## src/rtl/tl_pkg.sv

```systemverilog
// Shared encodings for the traffic light controller: states, lamp codes, timer selection.
// The S_PED state exists only when TL_PED_WALK_EN is defined.
package tl_pkg;

    typedef enum logic [2:0] {
        S_INIT = 3'd0,
        S_NS_G = 3'd1,
        S_NS_Y = 3'd2,
        S_EW_G = 3'd3,
        S_EW_Y = 3'd4
`ifdef TL_PED_WALK_EN
        ,
        S_PED  = 3'd5
`endif
    } state_e;

    localparam logic [2:0] RED = 3'b100;
    localparam logic [2:0] YEL = 3'b010;
    localparam logic [2:0] GRN = 3'b001;

    typedef enum logic {
        TMR_SHORT = 1'b0,
        TMR_LONG  = 1'b1
    } tmr_sel_e;

    typedef struct packed {
        logic [2:0] ns;
        logic [2:0] ew;
    } lamps_t;

    // Which delay each state waits on.
    function automatic tmr_sel_e timer_sel(input state_e s);
        case (s)
            S_NS_G, S_EW_G: return TMR_LONG;
`ifdef TL_PED_WALK_EN
            S_PED:          return TMR_LONG;
`endif
            default:        return TMR_SHORT;
        endcase
    endfunction

    function automatic lamps_t lamps_for(input state_e s);
        lamps_t l;
        l.ns = RED;
        l.ew = RED;
        case (s)
            S_NS_G:  l.ns = GRN;
            S_NS_Y:  l.ns = YEL;
            S_EW_G:  l.ew = GRN;
            S_EW_Y:  l.ew = YEL;
            default: ;
        endcase
        return l;
    endfunction

endpackage

```

## src/rtl/traffic_light_controller.sv

```systemverilog
// Two-road traffic light FSM driving an external long/short delay timer.
// Define TL_PED_WALK_EN to build the pedestrian all-red walk phase.
module traffic_light_controller
    import tl_pkg::*;
#(
    parameter bit SENSOR_GATE = 1'b1
) (
    input  logic       clk,
    input  logic       rst,
    input  logic       Timer_done,
    input  logic       side_sensor,
    input  logic       ped_req,
    output logic       Start_LongTimer,
    output logic       Start_ShortTimer,
    output logic [2:0] NS_light,
    output logic [2:0] EW_light,
    output logic       ped_walk,
    output logic [2:0] state_o
);

    state_e state_q, state_d, next_state;
    logic   arm_q, arm_d;           // reset leaves an S_INIT entry pending
    logic   entry_q, entry_d;       // high in the start-pulse cycle of a state
    logic   done_acc_q, done_acc_d; // completion accepted, transition next cycle
    logic   car_pending_q, car_pending_d;
    logic   start_long_q, start_long_d;
    logic   start_short_q, start_short_d;
    lamps_t lamps_q, lamps_d;
    logic   enter;

`ifdef TL_PED_WALK_EN
    logic ped_pending_q, ped_pending_d;
    logic walk_q, walk_d;
`else
    logic unused_ped_req;
    assign unused_ped_req = ped_req;
`endif

    // NOTE: every output of this block gets a default first, so no path can infer a latch.
    always_comb begin
        next_state    = state_q;
        enter         = 1'b0;
        state_d       = state_q;
        entry_d       = 1'b0;
        arm_d         = 1'b0;
        done_acc_d    = done_acc_q | (Timer_done & ~entry_q & ~arm_q);
        start_long_d  = 1'b0;
        start_short_d = 1'b0;

        if (arm_q) begin
            enter      = 1'b1;
            next_state = S_INIT;
        end else if (done_acc_q) begin
            enter = 1'b1;
            case (state_q)
                S_INIT: next_state = S_NS_G;
                S_NS_G: next_state = (car_pending_q || !SENSOR_GATE) ? S_NS_Y : S_NS_G;
                S_NS_Y: next_state = S_EW_G;
                S_EW_G: next_state = S_EW_Y;
`ifdef TL_PED_WALK_EN
                S_EW_Y: next_state = ped_pending_q ? S_PED : S_NS_G;
                S_PED:  next_state = S_NS_G;
`else
                S_EW_Y: next_state = S_NS_G;
`endif
                default: next_state = S_INIT;
            endcase
        end

        if (enter) begin
            state_d       = next_state;
            entry_d       = 1'b1;
            done_acc_d    = 1'b0;
            start_long_d  = (timer_sel(next_state) == TMR_LONG);
            start_short_d = (timer_sel(next_state) == TMR_SHORT);
        end

        // A new car in the clearing cycle must still be remembered.
        car_pending_d = side_sensor | (car_pending_q & ~(enter & (next_state == S_EW_G)));
        lamps_d       = lamps_for(state_d);
    end

`ifdef TL_PED_WALK_EN
    always_comb begin
        ped_pending_d = ped_req | (ped_pending_q & ~(enter & (next_state == S_PED)));
        walk_d        = (state_d == S_PED);
    end

    always_ff @(posedge clk) begin
        if (rst) begin
            ped_pending_q <= 1'b0;
            walk_q        <= 1'b0;
        end else begin
            ped_pending_q <= ped_pending_d;
            walk_q        <= walk_d;
        end
    end

    assign ped_walk = walk_q;
`else
    assign ped_walk = 1'b0;
`endif

    // NOTE: sequential state uses non-blocking assignments only; reset is synchronous.
    always_ff @(posedge clk) begin
        if (rst) begin
            state_q       <= S_INIT;
            arm_q         <= 1'b1;
            entry_q       <= 1'b0;
            done_acc_q    <= 1'b0;
            car_pending_q <= 1'b0;
            start_long_q  <= 1'b0;
            start_short_q <= 1'b0;
            lamps_q       <= lamps_for(S_INIT);
        end else begin
            state_q       <= state_d;
            arm_q         <= arm_d;
            entry_q       <= entry_d;
            done_acc_q    <= done_acc_d;
            car_pending_q <= car_pending_d;
            start_long_q  <= start_long_d;
            start_short_q <= start_short_d;
            lamps_q       <= lamps_d;
        end
    end

    assign Start_LongTimer  = start_long_q;
    assign Start_ShortTimer = start_short_q;
    assign NS_light         = lamps_q.ns;
    assign EW_light         = lamps_q.ew;
    assign state_o          = state_q;

endmodule

```

## config.mk

```make
export PLATFORM = sky130hd
export DESIGN_NAME = traffic_light_controller
export DESIGN_NICKNAME = d
export VERILOG_FILES = /design/src/rtl/tl_pkg.sv /design/src/rtl/traffic_light_controller.sv
export SDC_FILE = /design/constraint.sdc
export NUM_CORES = 1
export LEC_CHECK = 0
export BUFFER_PORTS_ARGS = -buffer_cell sky130_fd_sc_hd__buf_2
export CORE_AREA = 2 2 39 41
export DETAILED_ROUTE_END_ITERATION = 10
export DIE_AREA = 0 0 41 43
export PLACE_DENSITY_LB_ADDON = 0.05
export SLEW_MARGIN = 20
export SYNTH_ARGS = -nofsm -noshare
export SYNTH_HDL_FRONTEND = slang
export SYNTH_SLANG_ARGS = --single-unit
```

## constraint.sdc

```tcl
create_clock -name clk -period 4.5 [get_ports clk]
set_clock_uncertainty 0.2 [all_clocks]
set_input_delay 0.225 -clock clk [delete_from_list [all_inputs] [get_ports clk]]
set_output_delay 0.225 -clock clk [all_outputs]
set_load 0.02 [all_outputs]
```

# Yosys cells after proc, flatten, opt, wreduce, memory -nomap -nowiden
# Cells that the tools add are included.
# W data, S select, Z words.
totals:
  wordCells: 48
  input_bits: 5
  latch_bits: 0
  mem_count: 0
  ram_bits: 0
  output_inout_bits: 12
  mem_bits_ro: 0
  ff_bits: 15
classes:
  bitwise_logic: 11
  order_cmp: 0
  multipliers: 0
  div_mod_pow: 0
  reduce_logical: 5
  n_mux: 13
  n_shift: 0
  add_sub_neg: 0
  eq_ne: 10
ops:
  columns: ["cell", "count"]
  rows:
  - ["$eq A3 B2 Y1 const B", 5]
  - ["$pmux W3 S2", 2]
  - ["$pmux W3 S4", 1]
  - ["$eq A3 B1 Y1 const B", 3]
  - ["$mux W3", 3]
  - ["$reduce_or A2 Y1", 4]
  - ["$eq A3 B3 Y1 const B", 2]
  - ["$mux W1", 6]
  - ["$not A1 Y1", 5]
  - ["$and A1 B1 Y1", 4]
  - ["$logic_not A3 Y1", 1]
  - ["$mux W2", 1]
  - ["$or A1 B1 Y1", 2]

# Longest topological paths before layout
# Gate-level depths: netlist (run 1).
logic_depth:
  ltp_word: 10
  ltp_mapped: 5

# Least setup slack after synthesis (run 1)
# Ideal clock, no wire load.
synth_timing:
  kind: "reg2reg"
  startpoint: "register state_q[1] (netlist: state_o[1])"
  endpoint: "register lamps_q, in the netlist NS_light[1]"
  arrival_time_ns: 1.303
  setup_time_ns: 0.074
  period_less_slack_ns: 1.577
  path_stages_with_launch: 5
  slack_ns: 2.923
  cell_sequence: "dfxtp_1 > buf_6 > a21bo_1 > a221o_1 > a31oi_1"
synth_via:
  elab_chain_cells: 8
synth_rtl:
  columns: ["item", "line_no", "rtl"]
  rows:
  - ["from (decl)", "traffic_light_controller.sv:21", "state_e state_q, state_d, next_state;"]
  - ["from (signal assigned)", "traffic_light_controller.sv:116", "state_q <= state_d;"]
  - ["$eq A3 B3 Y1 or $logic_not A3 Y1 (tied branches)", "traffic_light_controller.sv:55", "case (state_q)"]
  - ["$reduce_or A2 Y1 (no source line)", null, null]
  - ["$pmux W3 S4", "traffic_light_controller.sv:55", null]
  - ["$mux W3", "traffic_light_controller.sv:53", "end else if (done_acc_q) begin"]
  - ["$mux W3", "traffic_light_controller.sv:50", "if (arm_q) begin"]
  - ["$mux W3 *", "traffic_light_controller.sv:70", "if (enter) begin"]
  - ["$eq A3 B2 Y1 or $eq A3 B1 Y1 (tied branches)", "tl_pkg.sv:46", "case (s)"]
  - ["$pmux W3 S2 *", "tl_pkg.sv:46", null]
  - ["to (signal assigned)", "traffic_light_controller.sv:114", "lamps_q <= lamps_for(S_INIT);"]
  - ["to (signal assigned)", "traffic_light_controller.sv:123", "lamps_q <= lamps_d;"]
  - ["to (decl)", "traffic_light_controller.sv:28", "lamps_t lamps_q, lamps_d;"]
# Every way passes the cells marked *; elsewhere a longest branch is shown, timed or not.
# A chain may end at the register's enable or synchronous reset.

==> run summary, run 1 <==
CP Data Arrival Time: 1.73 ns
Vias per std cell: 5.35
Finish-stage setup viols: 0
Hold Vio Cnt, Final: 0
Vias in the first global route: 393
Worst Path Required: 4.52 ns
DRT Wirelength: 1140 µm
Mapped Cells: 67
Die area: 1760 µm²
Hpwl dp: 756 µm
Die height: 43 µm
Share of cells above drive strength 1: 22.5%
Drt first pass iters: 4
Max Cap Violations: 0
Hold_ws: 0.0308 ns
Sink Count: 15
Status: completed
Clock root buffer: clkbuf_4
Top cell type by total area after synthesis: dfxtp_1
Die width: 41 µm
Post-synth top cells: dfxtp_1 (15), nor2_1 (9), a21oi_1 (4), nor3_1 (4), a21o_1 (3)
Top FF cell, synth: dfxtp_1
Placement Setup Slack: 2.87 ns
Post-synth EDFFs: 0
Share of the synthesized area in the top cell type: 48.1%
Synthesized net count: 72
Unique masters post-synth: 31
Worst VDD drop: 193 µV
Core Region: 1380 µm²
Crit share post-route: 38.0%
I/O pin total: 17
Final GP Congestion: 0.748
DR DRC count: 0
Total GRT Usage: 16.5%
Starting Density: 45.1%
Initial antenna violation count: 0
Mapped cell area: 624 µm²
Seq/Total Area, Yosys: 48.1%
Vias: 514
CTS max path bufs: 2
Largest net degree at the start of global routing: 19
Setup CP Type: in -> reg
Starting DRC count in detailed routing: 9
#FFs+latches synth: 15
Pwr dens: 328 nW/µm²
Post-Syn Area per Cell: 9.32 µm²
Setup slack after layout: 2.79 ns
Min-delay worst type: in -> reg
Synth top area cells: dfxtp_1 (48%), nor2_1 (5.4%), a21o_1 (3.6%), a21oi_1 (3.2%), nor3_1 (3.2%)
Number of buffers created by CTS: 3
Grt ovf: 0
RSZ-0062 raised after global routing: no
Relative slew margins: 64.7%
Max frequency: 585 MHz
Min cycle time layout: 1.71 ns
WL/cell: 11.9 µm
Static leakage: 0.306 nW
First-pass GRT wire length: 1880 µm
CTS clk-pin slew, worst paths: 0.09 ns
Final antenna-violating net count: 0
Worst-Margin Slew: 0.528 ns
Post CTS Setup Buffer Count: 0
Clk_lat worst skew: 0.29 ns
Crit end category: flop
Buffers on Ports: 14
Max FO, Critical Path: 7
Area growth syn-to-layout: 15.0%
Ys async rst share: 0%
Post-Route Setup TNS: 0 ns
H-Tree Depth: 1
Slew Viols, Final: 0
Final #Nets: 86
Ant diodes: 0
Total Power: 0.235 mW
Most numerous cell in the Yosys netlist: dfxtp_1
Yosys warning count: 0
Worst Setup Start Kind: input pin
Post-cts resize count: 0
FILL cells: 137
Number of core rows: 14
Core Util, Final: 51.9%
CTS tree: yes
## final cells by class
cell class                 count  area, µm²  share of cell area, %
clock buffer                   3       22.5                   3.14
clock inverter                 1       5.00                  0.697
inverter                       1       3.75                  0.523
multi-input combinational     44        277                   38.5
sequential                    15        300                   41.8
tap                           16       20.0                   2.79
timing repair buffer          16       90.1                   12.5
## what timing repair did
action / in CTS / in global routing
endpoints found under the hold margin: 6 / 0
setup endpoints to repair: 0 / 0
hold buffers: 2 / 0
## metal layers
metal  vias to the layer above  GRT usage [%]  share of wire (%)
met5                         -              0                  0
met2                        18           19.1                 41
met1                       229           24.9                 53
li1                        263              -                  -
met3                         4           3.14                4.3
met4                         0           14.0                2.4
## critical path: stages
cell and delay, ns:
dlygate4sd3_1 0.53, buf_2 0.15, or2_0 0.35, a221o_1 0.35, a31oi_1 0.13
## layout by cell type (no fill, tap or decap), types with 2 or more instances in the layout
| master | count |
|---|---|
| buf_2 | 14 |
| o211ai_1 | 2 |
| a21o_1 | 3 |
| a21oi_1 | 4 |
| nor4b_1 | 2 |
| clkbuf_4 | 3 |
| nor3_1 | 4 |
| dlygate4sd3_1 | 2 |
| nor2_1 | 9 |
| o21ai_0 | 2 |
| dfxtp_1 | 15 |
## flip-flops by register name, indices dropped and copies added, names as in the netlist
| name | count |
|---|---|
| Start_ShortTimer | 1 |
| arm_q | 1 |
| entry_q | 1 |
| Start_LongTimer | 1 |
| state_o | 3 |
| NS_light | 3 |
| car_pending_q | 1 |
| done_acc_q | 1 |
| EW_light | 3 |
## power by group
| part | total, mW | internal (mW) | switching, mW |
|---|---|---|---|
| sequential | 0.141 | 0.136 | 0.00500 |
| combinational | 0.0164 | 0.00757 | 0.00886 |
| clock | 0.0776 | 0.0331 | 0.0446 |
| total | 0.235 | 0.177 | 0.0584 |
## final timing paths
path	slack [ns]	depth (start not counted)	end	from
setup / recovery	2.79	5	NS_light[1]$_SDFF_PP0_	rst
hold / removal	0.03	3	car_pending_q$_SDFF_PP0_	side_sensor
setup reg to reg	2.83	3	EW_light[2]$_SDFF_PP1_	state_o[0]$_SDFF_PP0_
hold reg to reg	0.19	1	done_acc_q$_SDFF_PP0_	entry_q$_SDFF_PP0_
## logic make-up after synthesis
logic type / synth area share [%]
flops: 48.1
mux: 1.60
other cells: 0.601
simple gates: 24.5
buf+inv: 7.61
compound gates: 17.6
## through the flow
step / instances / cell area, µm²
global route: 96 / 718
finish: 96 / 718
CTS: 96 / 718
global placement: 90 / 671
floorplan: 67 / 624
detailed placement: 90 / 671
(Power assumes the default switching activity.)
==> inputs of run 2 (changes only) <==
CORE_AREA = 2 2 42 44   (was 2 2 39 41)
DIE_AREA = 0 0 44 46   (was 0 0 41 43)
clock period = 1.5 ns   (was 4.5 ns; I/O delays follow)
==> run 2 against run 1 <==
  * Utilization shrank 1.4 points
  * Critical path depth shrank 2
  * Non-clock buffer count grew 12
  * Flip-flop and latch count is the same
  * Clock-buffer cell count is the same
  * Largest power group unchanged
  * Highest routed layer unchanged
==> run summary, run 2 (same netlist as run 1, synthesis figures left out) <==
Status: completed
Min cycle time layout: 1.40 ns
Buffers on Ports: 14 (unchanged)
Setup CP Type: reg -> reg
Die area: 2020 µm² (+15%)
DR DRC count: 0 (unchanged)
CTS clk-pin slew, worst paths: 0.09 ns (about the same)
Hpwl dp: 923 µm (+22%)
Final #Nets: 98 (+14%)
Hold Vio Cnt, Final: 0 (unchanged)
Number of core rows: 15 (+1)
Die height: 46 µm (+7.0%)
Number of buffers created by CTS: 3 (unchanged)
Worst Path Required: 1.49 ns (-3.03 ns)
Cell family with most CP delay: flip-flops
Initial antenna violation count: 0 (unchanged)
Max incr delay on CP: 0.50 ns (-0.03 ns)
Ant diodes: 0 (unchanged)
Largest net degree at the start of global routing: 10 (-9)
Hold_ws: 0.0218 ns (-0.00892 ns)
Sink Count: 15 (unchanged)
Hold_sp: rst
Vias in the first global route: 471 (+20%)
I/O pin total: 17 (unchanged)
Drt first pass iters: 5 (+1)
Comb power frac: 9.6% (+2.6 points)
CP Launch Point: state_o[2]$_SDFF_PP0_
Register share of total power: 57.8% (-2.2 points)
Slew Viols, Final: 0 (unchanged)
CTS tree: yes
Layout Cells excl Fill: 109 (+14%)
Hold-critical path depth: 3 (unchanged)
Grt ovf: 0 (unchanged)
Die width: 44 µm (+7.3%)
Finish-stage setup viols: 0 (unchanged)
Worst VDD drop: 589 µV (+200%)
Psw: 0.180 mW (+210%)
Cells after DPL: 101 (+12%)
Total GRT Usage: 15.0% (-1.5 points)
Worst-path cell chain: nand2b_1 > or3_1 > a21o_1
Static leakage: 0.366 nW (+20%)
H-Tree Depth: 1 (unchanged)
Clk_lat worst skew: 0.28 ns (about the same)
Internal power: 0.543 mW (+210%)
R2R depth: 3 (unchanged)
Stages on the worst setup path: 3 (-2)
Worst Setup Start Kind: flop
Crit end category: flop
Clock power share: 32.5% (-0.5 points)
Min-delay worst type: in -> reg
Net Sw Frac: 24.9% (+0.038 points)
Vias: 570 (+11%)
Max FO, Critical Path: 9 (+2)
Bufs and invs on worst path: 0 (-2)
Clock root buffer: clkbuf_4
DP Area: 748 µm² (+12%)
Core Util, Final: 50.5% (-1.4 points)
FILL cells: 180 (+31%)
Starting DRC count in detailed routing: 7 (-2)
Crit share post-route: 93.2%
Placement Setup Slack: 0.0478 ns (-2.83 ns)
Share of cells above drive strength 1: 33.7% (+11 points)
Setup slack after layout: 0.102 ns (-2.69 ns)
Most frequent cells in the layout: buf_2 (14), dfxtp_1 (13), buf_4 (11)
Pwr dens: 885 nW/µm² (+170%)
Final instance area: 816 µm² (+14%)
Post-Route Setup TNS: 0 ns (unchanged)
Commonest non-fill, non-tap cell in the layout: buf_2
Vias per std cell: 5.23 (-2.3%)
CP Data Arrival Time: 1.39 ns (-0.34 ns)
Final antenna-violating net count: 0 (unchanged)
First-pass GRT wire length: 2130 µm (+13%)
Total Power: 0.722 mW (+210%)
Area growth syn-to-layout: 30.7%
Crit path max-delay cell type: dfxtp_1
WL/cell: 11.4 µm (-3.6%)
Max Cap Violations: 0 (unchanged)
Final GP Congestion: 0.753 (+0.67%)
Max frequency: 715 MHz
Critical R2R Launch: state_o[2]$_SDFF_PP0_
Core Region: 1610 µm² (+17%)
DRT Wirelength: 1250 µm (+9.5%)
Starting Density: 38.7% (-6.4 points)
CTS max path bufs: 2 (unchanged)
-- run 2: cell count changes in the layout (fill, tap and decap cells not counted) --
cell	previous run	this run
buf_4	0	11
dfxtp_1	15	13
dfxtp_2	0	2
a2111oi_0	1	0
a2111oi_1	0	1
dlygate4sd3_1	2	3
-- run 2: per-layer routing --
| layer | GRT usage (%) | wire [µm] | vias up |
|---|---|---|---|
| met5 | 0 | 0 | - |
| met4 | 9.09 | 14 | 0 |
| met3 | 4.76 | 80 | 2 |
| met2 | 23.5 | 550 | 16 |
| met1 | 17.9 | 601 | 265 |
| li1 | - | - | 287 |
-- run 2: worst reg2reg max path, cell delays in order, from the launching register on --
cell	delay (ns)
dfxtp_1	0.50
nand2b_1	0.11
or3_1	0.33
a21o_1	0.16
-- run 2: power groups by stage --
stage	Combinational (mW)	Sequential, mW	Clock, mW
after detailed placement	0.0621	0.427	0
after floorplan	0.0357	0.431	0
after CTS	0.0682	0.418	0.240
final	0.0695	0.418	0.235
after global placement	0.0618	0.427	0
after global routing	0.0770	0.420	0.265
-- run 2: cell type report --
type,count,area [µm²],share of cell area (%)
Sequential cell,15,303,37.1
Multi-Input combinational cell,44,278,34.0
Timing Repair Buffer,28,183,22.4
Clock buffer,3,22.5,2.76
Tap cell,17,21.3,2.61
Clock inverter,1,5.00,0.613
Inverter,1,3.75,0.460
-- run 2: repair_timing --
item / in CTS / in global routing
endpoints found under the setup margin: 0 / 4
resized for setup: 0 / 2
hold endpoints to repair: 7 / 0
hold buffers: 3 / 0
setup buffers: 0 / 1
-- run 2: path summary, 6_finish.rpt --
path	to	slack, ns
max	EW_light[2]$_SDFF_PP1_	0.10
min	done_acc_q$_SDFF_PP0_	0.02
max reg2reg	EW_light[2]$_SDFF_PP1_	0.10
min reg2reg	done_acc_q$_SDFF_PP0_	0.19
